--- config.mk ---
export PLATFORM = sky130hd
export DESIGN_NAME = trap_ctrl
export DESIGN_NICKNAME = d
export VERILOG_FILES = /design/src/rtl/csr_pkg.sv /design/src/rtl/trap_ctrl_irq_latch.sv /design/src/rtl/trap_ctrl.sv
export SDC_FILE = /design/constraint.sdc
export NUM_CORES = 1
export LEC_CHECK = 0
export BUFFER_PORTS_ARGS = -buffer_cell sky130_fd_sc_hd__buf_2
export CORE_MARGIN = 5
export CORE_UTILIZATION = 50
export CTS_CLUSTER_DIAMETER = 100
export DETAILED_ROUTE_END_ITERATION = 8
export PLACE_DENSITY_LB_ADDON = 0.3
export SYNTH_ARGS = -nofsm -noshare
export SYNTH_HDL_FRONTEND = slang
export SYNTH_SLANG_ARGS = --single-unit
--- constraint.sdc ---
create_clock -name clk_i -period 2.65 [get_ports clk_i]
set_clock_uncertainty 0.15 [all_clocks]
set_input_delay 0.53 -clock clk_i [delete_from_list [all_inputs] [get_ports clk_i]]
set_output_delay 0.53 -clock clk_i [all_outputs]
set_load 0.01 [all_outputs]
--- src/rtl/csr_pkg.sv ---
// csr_pkg: mcause codes, interrupt code mapping and trap FSM states
package csr_pkg;
  localparam int CAUSE_ILLEGAL = 2;
  localparam int CAUSE_LOAD_MISAL = 4;
  localparam int CAUSE_STORE_MISAL = 6;
  localparam int CAUSE_MSI = 3;
  localparam int CAUSE_MTI = 7;
  localparam int CAUSE_MEI = 11;
  typedef enum logic [1:0] {ST_IDLE, ST_TRAP, ST_HOLD} trap_state_e;
  function automatic int irq_code_f(input int ch);
    return ch == 0 ? CAUSE_MSI : ch == 1 ? CAUSE_MTI : ch == 2 ? CAUSE_MEI : 16 + ch - 3;
  endfunction
endpackage

--- src/rtl/trap_ctrl_irq_latch.sv ---
// irq_latch: one interrupt channel pending bit, level-following or rising-edge latched
module irq_latch #(
  parameter bit EDGE = 1'b0
) (
  input  logic clk,
  input  logic rst,
  input  logic irq,
  input  logic clr,
  output logic pend
);
  logic irq_q;
  always_ff @(posedge clk) begin
    if (rst) begin
      irq_q <= 1'b0;
      pend <= 1'b0;
    end else begin
      irq_q <= irq;
      pend <= EDGE ? (irq & ~irq_q) | (pend & ~clr) : irq;
    end
  end
endmodule

--- src/rtl/trap_ctrl.sv ---
// trap_ctrl: M-stage trap/interrupt arbitration with registered trap pulse and re-entry holdoff
module trap_ctrl
  import csr_pkg::*;
#(
  parameter int NUM_IRQS = 3,
  parameter logic [NUM_IRQS-1:0] IRQ_EDGE_MASK = '0,
  parameter int CAUSE_W = 5,
  parameter int IRQ_HOLDOFF = 2
) (
  input  logic                clk_i,
  input  logic                rst_i,
  input  logic                stallE_i,
  input  logic                flushE_i,
  input  logic                stallM_i,
  input  logic                flushM_i,
  input  logic                illegal_instrD_i,
  input  logic [31:0]         instrD_i,
  input  logic                instr_validM_i,
  input  logic [CAUSE_W-1:0]  sys_excM_i,
  input  logic [1:0]          lsu_misalignedM_i,
  input  logic [31:0]         lsu_addrM_i,
  input  logic [31:0]         pcM_i,
  input  logic                mret_i,
  input  logic [NUM_IRQS-1:0] irq_i,
  input  logic [NUM_IRQS-1:0] irq_clear_i,
  input  logic [NUM_IRQS-1:0] mie_i,
  input  logic                mstatus_mie_i,
  output logic [NUM_IRQS-1:0] irq_pending_o,
  output logic                trap_o,
  output logic                trap_irq_o,
  output logic [CAUSE_W-1:0]  trap_code_o,
  output logic [31:0]         trap_epc_o,
  output logic [31:0]         trap_tval_o
);
  localparam int HW = IRQ_HOLDOFF > 1 ? $clog2(IRQ_HOLDOFF + 1) : 1;
  logic ill_e, ill_m;
  logic [31:0] instr_e, instr_m;
  trap_state_e state, state_n;
  logic [HW-1:0] hold, hold_n;
  logic [NUM_IRQS-1:0] elig;
  logic irq_ok, sync_ev, irq_ev, trap_ev;
  logic [CAUSE_W-1:0] sync_code, irq_code;
  logic [31:0] sync_tval;
  always_ff @(posedge clk_i) begin
    if (rst_i || flushE_i) begin
      ill_e <= 1'b0;
      instr_e <= '0;
    end else if (!stallE_i) begin
      ill_e <= illegal_instrD_i;
      instr_e <= instrD_i;
    end
    if (rst_i || flushM_i) begin
      ill_m <= 1'b0;
      instr_m <= '0;
    end else if (!stallM_i) begin
      ill_m <= ill_e;
      instr_m <= instr_e;
    end
  end
  for (genvar g = 0; g < NUM_IRQS; g++) begin : g_irq
    irq_latch #(.EDGE(IRQ_EDGE_MASK[g])) u_latch (
      .clk(clk_i),
      .rst(rst_i),
      .irq(irq_i[g]),
      .clr(irq_clear_i[g]),
      .pend(irq_pending_o[g])
    );
  end
  assign irq_ok = state == ST_IDLE && hold == '0 && !mret_i;
  assign elig = irq_pending_o & mie_i & {NUM_IRQS{mstatus_mie_i & instr_validM_i & ~stallM_i & irq_ok}};
  assign sync_ev = !stallM_i && !flushM_i && (ill_m || sys_excM_i != '0 || lsu_misalignedM_i != '0);
  assign irq_ev = !flushM_i && elig != '0;
  assign trap_ev = sync_ev || irq_ev;
  assign sync_code = ill_m ? CAUSE_W'(CAUSE_ILLEGAL) : sys_excM_i != '0 ? sys_excM_i :
                     lsu_misalignedM_i[0] ? CAUSE_W'(CAUSE_LOAD_MISAL) : CAUSE_W'(CAUSE_STORE_MISAL);
  assign sync_tval = ill_m ? instr_m : sys_excM_i != '0 ? '0 : lsu_addrM_i;
  always_comb begin
    irq_code = '0;
    for (int i = 3; i < NUM_IRQS; i++) if (elig[i]) irq_code = CAUSE_W'(irq_code_f(i));
    if (elig[1]) irq_code = CAUSE_W'(CAUSE_MTI);
    if (elig[0]) irq_code = CAUSE_W'(CAUSE_MSI);
    if (elig[2]) irq_code = CAUSE_W'(CAUSE_MEI);
  end
  always_comb begin
    hold_n = (trap_ev || mret_i) ? HW'(IRQ_HOLDOFF) : hold != '0 ? hold - HW'(1) : '0;
    state_n = trap_ev ? ST_TRAP : (mret_i && IRQ_HOLDOFF > 0) ? ST_HOLD :
              (state != ST_IDLE && hold > HW'(1)) ? ST_HOLD : ST_IDLE;
  end
  always_ff @(posedge clk_i) begin
    if (rst_i) begin
      state <= ST_IDLE;
      hold <= '0;
      trap_o <= 1'b0;
      trap_irq_o <= 1'b0;
      trap_code_o <= '0;
      trap_epc_o <= '0;
      trap_tval_o <= '0;
    end else begin
      state <= state_n;
      hold <= hold_n;
      trap_o <= trap_ev;
      if (trap_ev) begin
        trap_irq_o <= !sync_ev;
        trap_code_o <= sync_ev ? sync_code : irq_code;
        trap_epc_o <= pcM_i;
        trap_tval_o <= sync_ev ? sync_tval : '0;
      end
    end
  end
endmodule

==> out/qor.txt, run 1 <==
FINISH
--------------------------------------------------------------------------------------
Total inserted antenna cells                                                         0
Fraction of the core area covered by cells at the end of the flow               65.03%
Non-filler instance count after layout                                             932
Fill cell total of the finished layout                                             919
Register Area                                                             0.002864 mm^2
Layout cells sized above 1                                                      32.83%
Multi-input logic area                                                    0.002615 mm^2
Synthesis-to-finish area growth                                                 28.22%
Final nets                                                                         899

CLOCK NETWORK
--------------------------------------------------------------------------------------
Worst-skew pair later-pin latency                                              0.41 ns
CTS max path bufs                                                                    2
Clock slew at the register clock pins of the worst setup and hold paths        0.06 ns
Clock root buffer                                                            clkbuf_16
Hold-fix buffers, CTS                                                                0
TritonCTS clock tree                                                              done
Post-CTS Resized                                                                     0
Number of buffers created by CTS                                                    17
CTS H-tree lvls                                                                      4
Post-CTS setup buffer count                                                          0
Number of sinks driven by the clock tree                                           143

GRT
--------------------------------------------------------------------------------------
GR met3 Demand/Resource                                                         5.296%
All-Layer GR Usage                                                              20.52%
Maximum number of pins on one net before global-route repair                        71
Global-route track usage on met2                                                33.11%
Busiest metal layer after global routing                                          met2
Wire length of the first global-routing pass                                  22.21 mm
Met1 track demand over resource                                                 26.18%
Number of global-route vias before repair                                         4695
Antenna violations before repair                                                     0
Total congestion overflow                                                            0

WORST SETUP PATH
--------------------------------------------------------------------------------------
Crit Reg-Reg Startpoint                                                          ill_m
Critical path peak fanout                                                           34
Peak per-stage delay on the critical path                                      0.88 ns
Startpoint of the most critical setup path                                       ill_m
Start-to-end type of the worst setup path                                 flip-flop to flip-flop
Crit-path slowest cell                                                          nor2_4
Required time worst endpoint                                                   2.83 ns
Worst Path Arrival                                                             2.58 ns
Kind of launch point of the worst setup path                                 flip-flop
Crit end category                                                            flip-flop
Critical path cell sequence                                               nor3_1 > a31oi_2 > buf_4 > nor2_4 > mux2i_1

PLACE
--------------------------------------------------------------------------------------
Final Wtd Congestion                                                            0.8381
Number of placed instances with taps included                                      901
Detailed placer's ending HPWL                                                 10.40 mm
Buffers added on ports                                                             192

LOGIC SYNTHESIS
--------------------------------------------------------------------------------------
Library cells used by synthesis                                                     38
Post-Synth XOR/XNOR Area                                                            0%
Complex-gate fraction of the synthesized area                                   10.26%
Synth area leader                                                              dfxtp_1
Post-synth design cell area                                               0.005742 mm^2
Post-Syn Instances                                                                 609
Synth async-reset ratio                                                             0%
Post-Syn Nets                                                                      731
Synthesized area per cell                                                   9.428 um^2
Post-Synth Adder-Cell Area                                                          0%
Synth Register Bits                                                                143
Simple-Gate Fraction of Synth Area                                              18.00%
Area share of the largest cell type after synthesis                             49.86%
Warnings from Yosys                                                                  0
Area contributors post-synth                                              dfxtp_1 50%, mux2i_1 17%, nand2_1 6.7%, nor2_1 4.5%, nand4_1 3.5%
Sequential element share of the synthesized area                                49.86%
Ys flop type                                                                   dfxtp_1
Dominant combinational cell family by area after synthesis                simple AND/OR/NAND/NOR gates
Number of flops mapped to enable cells by yosys                                      0
Multiplexer share of the synthesized area                                       17.08%

STA
--------------------------------------------------------------------------------------
Setup repair after global routing missed its margin                              false
Highest clock rate                                                          0.4169 GHz
Final Hold Fails                                                                     0
Post-route minimum period                                                     2.399 ns
Relative slew slack                                                             20.66%
Slew of the pin with the lowest slew margin                                   1.187 ns
# setup viols final                                                                  0
Period utilization                                                              90.51%
Final Slew Violations                                                                0

DETAILED ROUTING
--------------------------------------------------------------------------------------
Wire length after detailed routing                                            14.50 mm
Initial DRC count                                                                  266
Detail-routed via count per cell                                                 5.302
Antenna-violating nets left                                                          0
First-pass DRT Iterations                                                            5
DR vias                                                                           4941
DR WL/cell                                                                    15.56 um
Remaining DRCs                                                                       0

WORST HOLD PATH
--------------------------------------------------------------------------------------
Startpoint of the tightest hold check path                                    irq_i[0]
Class of the worst hold path                                              input pin to flip-flop

FLOW RUN
--------------------------------------------------------------------------------------
Total of max-cap violations                                                          0

FLOORPLAN
--------------------------------------------------------------------------------------
Die Footprint                                                             0.01373 mm^2
Initial Utilization                                                             50.72%
Vertical die dimension                                                        117.2 um
Standard-cell rows                                                                  39
Core box area                                                             0.01132 mm^2
Die X                                                                         117.2 um
IO Pins                                                                            196

PWR
--------------------------------------------------------------------------------------
Leakage power                                                              0.003494 uW
Sequential fraction of design power                                              43.4%
Peak ir drop on the vdd network                                              0.4161 mV
Switching component of the power                                               1127 uW
Net Sw Frac                                                                     21.84%
Clock power frac                                                                 48.5%
Cell internal power dissipation                                                4033 uW
Combinational group share of total power                                          8.0%
Total power divided by cell area                                          700.9 mW/mm^2

OUTCOME
--------------------------------------------------------------------------------------
Status                                                                    complete, no violations

==> flip-flops by register name, summed over array words and instances (netlist names) <==
signal,count
trap_o,1
g_irq.u_latch.pend,3
ill_e,1
ill_m,1
trap_epc_o,32
instr_m,32
hold,2
trap_tval_o,32
state,1
trap_irq_o,1
trap_code_o,5
instr_e,32
==> layout make-up <==
cell class	count	area share (%)
Timing Repair Buffer	204	14.45
Sequential cell	143	38.90
Multi-Input combinational cell	408	35.52
Tap cell	143	2.430
Inverter	3	0.1530
Clock inverter	11	2.209
Clock buffer	20	6.339
==> final timing paths <==
path	to	slack (ns)	cells past startpoint
setup / recovery	trap_epc_o[15]	0.25	5
hold / removal	g_irq[0].u_latch.pend	0.19	2
hold reg to reg	trap_epc_o[30]	0.30	2
setup reg to reg	trap_epc_o[15]	0.25	5
==> critical path: cells and delay by family, from the launching register on <==
| family | cells | cell delay [ns] |
|---|---|---|
| flip-flops | 1 | 0.33 |
| AO/OA/AOI/OAI | 1 | 0.17 |
| AND/OR/NAND/NOR | 2 | 1.18 |
| multiplexers | 1 | 0.29 |
| buffers and inverters | 1 | 0.19 |
==> placed cells by master, fill, tap and decap left out, drive strengths merged, types with 2 or more instances in the layout <==
| cell | n |
|---|---|
| nor2 | 70 |
| clkbuf | 20 |
| mux2i | 98 |
| or4 | 2 |
| clkinvlp | 3 |
| nor4 | 3 |
| clkinv | 6 |
| nor3 | 7 |
| o21a | 2 |
| bufinv | 4 |
| o21ai | 35 |
| a21oi | 4 |
| buf | 204 |
| and3 | 2 |
| or2 | 4 |
| nor2b | 5 |
| nand2 | 102 |
| a22o | 32 |
| nand4 | 32 |
| dfxtp | 143 |
==> stage by stage <==
| step | hold slack, ns | power, uW | instance area [um^2] | setup slack, ns | setup TNS, ns |
|---|---|---|---|---|---|
| final | 0.1915 | 5160 | 7362 | 0.2514 | 0 |
| after global routing | 0.1897 | 5334 | 7362 | 0.1171 | 0 |
| after global placement | 0.2903 | 2691 | 6733 | -0.01586 | -0.3923 |
| after CTS | 0.1825 | 5202 | 7362 | 0.2536 | 0 |
| after detailed placement | 0.3009 | 2704 | 6733 | -0.1148 | -3.053 |
| after floorplan | 0.3101 | 2532 | 5742 | 0.2125 | 0 |
==> power groups by stage <==
stage / Clock (uW) / Sequential (uW) / Combinational (uW)
2_1_floorplan: 0 / 2300 / 234
3_3_place_gp: 0 / 2280 / 406
3_5_place_dp: 0 / 2290 / 416
4_1_cts: 2540 / 2240 / 417
5_1_grt: 2630 / 2250 / 453
6_report: 2500 / 2240 / 415
==> logic make-up (layout without fill, tap and decap cells) <==
kind of cell | count (synthesis) | in the layout
DFF | 143 | 143
muxes | 98 | 98
and+or+nand+nor | 230 | 230
AOI/OAI and AO/OA | 80 | 80
buffers and inverters | 58 | 238
==> synth_stat cells, types with 2 or more instances <==
| cell type | count |
|---|---|
| dfxtp_1 | 143 |
| nand2_1 | 102 |
| mux2i_1 | 98 |
| nor2_1 | 69 |
| clkbuf_1 | 42 |
| o21ai_0 | 35 |
| nand4_1 | 32 |
| a22o_1 | 22 |
| a22o_2 | 10 |
| buf_6 | 6 |
| nor3_1 | 6 |
| nor2b_1 | 5 |
| a21oi_1 | 4 |
| or2_2 | 4 |
| buf_1 | 3 |
| buf_4 | 3 |
| clkinv_1 | 2 |
| nor4_1 | 2 |
| o21a_1 | 2 |
==> layer usage <==
metal,vias up,part of all wire [%]
li1,2457,-
met1,2277,44
met2,185,47
met3,22,7.7
met4,0,1.7
met5,-,0
No activity file was read; power rests on OpenSTA's default activity.
==> inputs of run 2 (changes only) <==
--- a/config.mk
+++ b/config.mk
@@ -13,4 +13,5 @@
 export PLACE_DENSITY_LB_ADDON = 0.3
 export SYNTH_ARGS = -nofsm -noshare
 export SYNTH_HDL_FRONTEND = slang
+export SYNTH_HIERARCHICAL = 1
 export SYNTH_SLANG_ARGS = --single-unit
==> run 2 against run 1 <==
Against the previous run: synthesized cell count decreased by 0.49%; highest routed layer unchanged; power down 1.0%; synthesized area unchanged; critical path depth stayed put.
==> out/qor.txt, run 2 <==
GRT
--------------------------------------------------------------------------------------
Total congestion overflow                                                            0   unchanged
All-Layer GR Usage                                                              21.45%   +0.93 points
Number of global-route vias before repair                                         4828   +2.8%
Wire length of the first global-routing pass                                  23.23 mm   +4.6%
Antenna violations before repair                                                     0   unchanged
Maximum number of pins on one net before global-route repair                        71   unchanged

LOGIC SYNTHESIS
--------------------------------------------------------------------------------------
Top-count cell post-synth                                                      dfxtp_1
Synth async-reset ratio                                                             0%   unchanged
Synth area leader                                                              dfxtp_1
Sequential element share of the synthesized area                                49.86%   unchanged
Area contributors post-synth                                              dfxtp_1 50%, mux2i_1 17%, nand2_1 6.7%, nor2_1 4.5%, nand4_1 3.5%
Synthesized area per cell                                                   9.475 um^2   +0.50%
Number of flops mapped to enable cells by yosys                                      0   unchanged
Post-synth design cell area                                               0.005742 mm^2   unchanged
Area share of the largest cell type after synthesis                             49.86%   unchanged
Synth Register Bits                                                                143   unchanged
Post-Syn Instances                                                                 606   -0.49%
Commonest cells post-synth                                                143 x dfxtp_1, 102 x nand2_1, 98 x mux2i_1
Post-Syn Nets                                                                      728   -0.41%
Ys flop type                                                                   dfxtp_1
Library cells used by synthesis                                                     38   unchanged
Warnings from Yosys                                                                  6   +6

CLOCK NETWORK
--------------------------------------------------------------------------------------
Hold-fix buffers, CTS                                                                0   unchanged
TritonCTS clock tree                                                              done
Post-CTS Resized                                                                     0   unchanged
CTS max path bufs                                                                    2   unchanged
CTS H-tree lvls                                                                      4   unchanged
Clock root buffer                                                            clkbuf_16
Number of buffers created by CTS                                                    17   unchanged
Number of sinks driven by the clock tree                                           143   unchanged
Post-CTS setup buffer count                                                          0   unchanged
Clock slew at the register clock pins of the worst setup and hold paths        0.06 ns   about the same
Worst-skew pair later-pin latency                                              0.41 ns   about the same

STA
--------------------------------------------------------------------------------------
Final WS setup                                                               0.1815 ns   -0.06990 ns
Period utilization                                                              93.15%   +2.6 points
Final Slew Violations                                                                0   unchanged
Setup repair after global routing missed its margin                              false
Post-route minimum period                                                     2.469 ns   +0.06990 ns
Final TNS setup                                                                   0 ns   unchanged
# setup viols final                                                                  0   unchanged
Final Hold Fails                                                                     0   unchanged
Highest clock rate                                                          0.4051 GHz   -2.8%
Relative slew slack                                                             21.82%   +1.2 points
Slew of the pin with the lowest slew margin                                   1.169 ns   -0.01827 ns

FINISH
--------------------------------------------------------------------------------------
Non-filler instance count after layout                                             934   +0.21%
Layout cells sized above 1                                                      33.38%   +0.55 points
Total inserted antenna cells                                                         0   unchanged
Final nets                                                                         900   +0.11%
Synthesis-to-finish area growth                                                 28.35%
Leading cell type in the layout, fill and taps excluded                          buf_2
Most frequent cells in the layout                                         192 x buf_2, 142 x dfxtp_1, 102 x nand2_1, 98 x mux2i_1, 68 x nor2_1

FLOORPLAN
--------------------------------------------------------------------------------------
Standard-cell rows                                                                  39   unchanged
Initial Utilization                                                             50.72%   unchanged
Die Footprint                                                             0.01373 mm^2   unchanged
Die X                                                                         117.2 um   unchanged
Vertical die dimension                                                        117.2 um   unchanged
IO Pins                                                                            196   unchanged
Core box area                                                             0.01132 mm^2   unchanged

PWR
--------------------------------------------------------------------------------------
Peak ir drop on the vdd network                                              0.4057 mV   -2.5%
Total power divided by cell area                                          693.1 mW/mm^2   -1.1%
Power after layout                                                             5108 uW   -1.0%
Leakage power                                                              0.003504 uW   +0.29%

PLACE
--------------------------------------------------------------------------------------
Number of placed instances with taps included                                      902   +0.11%
Buffers added on ports                                                             192   unchanged
Final Wtd Congestion                                                            0.8849   +5.6%
Worst slack at placement                                                    -0.1220 ns   -0.007266 ns
Detailed placer's ending HPWL                                                 10.77 mm   +3.6%

DETAILED ROUTING
--------------------------------------------------------------------------------------
Wire length after detailed routing                                            14.81 mm   +2.1%
First-pass DRT Iterations                                                            4   -1
DR vias                                                                           4995   +1.1%
Initial DRC count                                                                  393   +48%
Antenna-violating nets left                                                          0   unchanged
Detail-routed via count per cell                                                 5.348   +0.88%
DR WL/cell                                                                    15.86 um   +1.9%
Remaining DRCs                                                                       0   unchanged

WORST SETUP PATH
--------------------------------------------------------------------------------------
Required time worst endpoint                                                   2.82 ns   about the same
Worst Path Arrival                                                             2.64 ns   +0.06 ns
Critical path peak fanout                                                           34   unchanged
Kind of launch point of the worst setup path                                 flip-flop
Crit end category                                                            flip-flop
Start-to-end type of the worst setup path                                 flip-flop to flip-flop

FLOW RUN
--------------------------------------------------------------------------------------
Total of max-cap violations                                                          0   unchanged

WORST HOLD PATH
--------------------------------------------------------------------------------------
Class of the worst hold path                                              input pin to flip-flop

OUTCOME
--------------------------------------------------------------------------------------
Status                                                                    complete, no violations

-- run 2: changes by cell type in the layout (fill, tap and decap cells not counted), sizes merged --
cell      previous run  this run
buf                204       205
clkbuf              20        18
inv                  1         6
bufinv               4         3
clkinvlp             3         2
-- run 2: worst paths after layout --
| path | start | endpoint | slack [ns] | cells past startpoint |
|---|---|---|---|---|
| worst min register to register | trap_epc_o[12] | trap_epc_o[12] | 0.31 | 2 |
| worst max register to register | ill_m | trap_epc_o[24] | 0.18 | 5 |
| worst min-delay path | irq_i[1] | g_irq[1].u_latch/pend | 0.19 | 2 |
| worst max-delay path | ill_m | trap_epc_o[24] | 0.18 | 5 |
-- run 2: cell type report --
class | count | area, um^2
tap | 143 | 178.9
clock buffer | 18 | 439.2
clock inverter | 14 | 180.2
fill | 972 | 3951
multi-input combinational | 408 | 2638
sequential | 143 | 2864
inverter | 3 | 11.26
timing repair buffer | 205 | 1059
-- run 2: critical path, cell delays in order, from the launching register on --
cell and delay, ns:
dfxtp_2 0.32, nor3_1 0.34, a31oi_2 0.19, buf_4 0.20, nor2_4 0.87, mux2i_1 0.31
-- run 2: logic make-up after synthesis --
kind of cell / share of synthesized area (%)
mux: 17.08
compound gates: 10.26
flops: 49.86
buf+inv: 4.402
simple gates: 18.39
-- run 2: power breakdown --
| part | switching (uW) | internal [uW] | leakage, uW |
|---|---|---|---|
| Clock | 923 | 1520 | 0.000298 |
| Combinational | 232 | 187 | 0.00204 |
| Sequential | 33.2 | 2210 | 0.00116 |
-- run 2: through the flow --
step / area [um^2] / utilization, % / hold WS (ns)
after CTS: 7370 / 65.10 / 0.1745
after global placement: 6750 / 59.63 / 0.2909
after detailed placement: 6750 / 59.63 / 0.3027
after global routing: 7370 / 65.10 / 0.1797
final: 7370 / 65.10 / 0.1913
after floorplan: 5742 / - / 0.3101
-- run 2: routing by layer --
metal  vias up  routed length [um]  global-route usage, %
met5         -                   0                      0
met4         0                 212                  8.028
met1      2335                6266                  27.13
met3        17                1139                  4.730
li1       2452                   -                      -
met2       191                7193                  35.86
==> inputs of run 3 (changes only) <==
--- a/config.mk
+++ b/config.mk
@@ -6,12 +6,16 @@
 export NUM_CORES = 1
 export LEC_CHECK = 0
 export BUFFER_PORTS_ARGS = -buffer_cell sky130_fd_sc_hd__buf_2
+export CELL_PAD_IN_SITES_DETAIL_PLACEMENT = 1
+export CELL_PAD_IN_SITES_GLOBAL_PLACEMENT = 1
 export CORE_MARGIN = 5
-export CORE_UTILIZATION = 50
+export CORE_UTILIZATION = 37
 export CTS_CLUSTER_DIAMETER = 100
 export DETAILED_ROUTE_END_ITERATION = 8
+export GPL_TIMING_DRIVEN = 0
 export PLACE_DENSITY_LB_ADDON = 0.3
 export SYNTH_ARGS = -nofsm -noshare
 export SYNTH_HDL_FRONTEND = slang
 export SYNTH_HIERARCHICAL = 1
 export SYNTH_SLANG_ARGS = --single-unit
+export TNS_END_PERCENT = 100
==> run 3 against run 2 <==
Against the previous run: power barely moved; sequential power about the same; final cell count is 8.8% higher; global-route usage decreased by 0.77 points; sequential cell count stayed put; utilization is 16 points lower; worst hold slack worse by 0.0080 ns; maximum frequency grew 0.12%; largest cell class unchanged; highest routed layer unchanged.
==> out/qor.txt, run 3 (synthesis results as in run 2) <==
OUTCOME
--------------------------------------------------------------------------------------
Status                                                                    complete, no violations

STA
--------------------------------------------------------------------------------------
Setup repair after global routing missed its margin                              false
Final Slew Violations                                                                0   unchanged
Period utilization                                                              93.04%   -0.11 points
Relative slew slack                                                             45.20%   +23 points
# setup viols final                                                                  0   unchanged
Highest clock rate                                                          0.4056 GHz   +0.12%
Slew of the pin with the lowest slew margin                                  0.8152 ns   -0.3537 ns
Post-route minimum period                                                     2.466 ns   -0.002987 ns
Final TNS setup                                                                   0 ns   unchanged
Final Hold Fails                                                                     0   unchanged

PLACE
--------------------------------------------------------------------------------------
Detailed placer's ending HPWL                                                 14.84 mm   +38%
Buffers added on ports                                                             190   -1.0%
Final Wtd Congestion                                                            0.9133   +3.2%
Placement Cell Area                                                       0.006928 mm^2   +2.6%
Number of placed instances with taps included                                      984   +9.1%

FLOORPLAN
--------------------------------------------------------------------------------------
Standard-cell rows                                                                  45   +15%
Core box area                                                             0.01520 mm^2   +34%
Vertical die dimension                                                        134.6 um   +15%
Die X                                                                         134.6 um   +15%
IO Pins                                                                            196   unchanged
Die Footprint                                                             0.01811 mm^2   +32%
Initial Utilization                                                             37.77%   -13 points

PWR
--------------------------------------------------------------------------------------
Total power divided by cell area                                          678.8 mW/mm^2   -2.1%
Leakage power                                                              0.003518 uW   +0.42%
Power after layout                                                             5109 uW   about the same
Peak ir drop on the vdd network                                              0.4186 mV   +3.2%

WORST SETUP PATH
--------------------------------------------------------------------------------------
Critical path peak fanout                                                           10   -71%
Crit Reg-Reg Startpoint                                                       state[1]
Worst reg-to-reg path cell count                                                     5   unchanged
Reg2reg end                                                               trap_tval_o[14]
Crit end category                                                            flip-flop
Critical Path Sink                                                        trap_tval_o[14]
Setup slack of the most critical reg-to-reg path                               0.18 ns   about the same
Startpoint of the most critical setup path                                    state[1]
Kind of launch point of the worst setup path                                 flip-flop
Worst Path Arrival                                                             2.62 ns   -0.02 ns
Required time worst endpoint                                                   2.80 ns   -0.02 ns
Start-to-end type of the worst setup path                                 flip-flop to flip-flop

GRT
--------------------------------------------------------------------------------------
Number of global-route vias before repair                                         5618   +16%
All-Layer GR Usage                                                              20.68%   -0.77 points
Total congestion overflow                                                            0   unchanged
Maximum number of pins on one net before global-route repair                        17   -76%
Antenna violations before repair                                                     0   unchanged
Wire length of the first global-routing pass                                  29.48 mm   +27%

DETAILED ROUTING
--------------------------------------------------------------------------------------
Initial DRC count                                                                  174   -56%
Top layer used by detailed routing                                                met4
DR vias                                                                           5170   +3.5%
Met2 WL post-DR                                                               9.584 mm   +33%
Met3 Routed Length                                                              971 um   -15%
DR WL/cell                                                                    18.24 um   +15%
Remaining DRCs                                                                       0   unchanged
First-pass DRT Iterations                                                            4   unchanged
Antenna-violating nets left                                                          0   unchanged
Met1 WL                                                                       7.660 mm   +22%
Wire length after detailed routing                                            18.53 mm   +25%
Detail-routed via count per cell                                                 5.089   -4.9%

CLOCK NETWORK
--------------------------------------------------------------------------------------
Hold-fix buffers, CTS                                                                0   unchanged
Post-CTS setup buffer count                                                          0   unchanged
Clock slew at the register clock pins of the worst setup and hold paths        0.06 ns   about the same
TritonCTS clock tree                                                              done
Post-CTS Resized                                                                     0   unchanged
Worst-skew pair later-pin latency                                              0.41 ns   about the same
Number of buffers created by CTS                                                    17   unchanged
CTS max path bufs                                                                    2   unchanged
Clock root buffer                                                            clkbuf_16
Number of sinks driven by the clock tree                                           143   unchanged
CTS H-tree lvls                                                                      4   unchanged

FINISH
--------------------------------------------------------------------------------------
Final nets                                                                         937   +4.1%
Final instance area                                                       0.007527 mm^2   +2.1%
Leading cell type in the layout, fill and taps excluded                          buf_2
Non-filler instance count after layout                                            1016   +8.8%
Synthesis-to-finish area growth                                                 31.10%
Most frequent cells in the layout                                         191 x buf_2, 143 x dfxtp_1, 102 x nand2_1, 98 x mux2i_1, 69 x nor2_1
Total inserted antenna cells                                                         0   unchanged
Fill cell total of the finished layout                                            1834   +89%
Layout cells sized above 1                                                      30.31%   -3.1 points

FLOW RUN
--------------------------------------------------------------------------------------
Total of max-cap violations                                                          0   unchanged

WORST HOLD PATH
--------------------------------------------------------------------------------------
Class of the worst hold path                                              input pin to flip-flop
Startpoint of the tightest hold check path                                    irq_i[0]

==> run 3: cell types whose count changed in the layout (fill, tap and decap cells not counted), sizes merged <==
cell      before  now
buf          205  201
clkbuf        18   63
clkinvlp       2    1
inv            6    2
clkinv         6    7
==> run 3: worst min path at each step <==
stage	end	cells past startpoint	slack, ns
global placement	trap_epc_o[20]	2	0.29
CTS	g_irq[0].u_latch/pend	2	0.16
detailed placement	trap_epc_o[12]	2	0.30
global route	g_irq[2].u_latch/pend	2	0.17
floorplan	ill_m	2	0.31
finish	g_irq[0].u_latch/pend	2	0.18
==> run 3: final cells by class <==
type,count,area (um^2),area share [%]
Buffer,52,241.5,3.208
Sequential cell,143,2863,38.03
Timing Repair Buffer,190,950.9,12.63
Multi-Input combinational cell,408,2626,34.89
Clock buffer,22,464.2,6.167
Tap cell,188,235.2,3.125
Inverter,3,11.26,0.1496
Clock inverter,10,135.1,1.795
==> run 3: worst max-delay path, cell delays in order (launching register included) <==
cell and delay, ns:
dfxtp_1 0.31, or4_4 0.55, a2111oi_4 0.73, nor3_4 0.17, buf_6 0.19, a22o_2 0.25
==> run 3: per-layer routing <==
metal  vias to the layer above  GRT usage (%)
met3                        23          5.253
met4                         0          6.505
li1                       2528              -
met2                       143          38.13
met1                      2476          23.34
met5                         -              0
==> run 3: power breakdown <==
part           switching (uW)  internal, uW
Combinational             252           196
Sequential               34.6          2210
Clock                     889          1530
Total                    1180          3930
==> run 3: per-stage QoR <==
stage	utilization [%]	hold slack, ns	setup slack [ns]
after floorplan	-	0.3101	0.2125
after global placement	45.57	0.2912	-0.1075
after detailed placement	45.57	0.3013	-0.1852
after CTS	49.51	0.1639	0.1643
after global routing	49.51	0.1734	0.06411
final	49.51	0.1834	0.1844
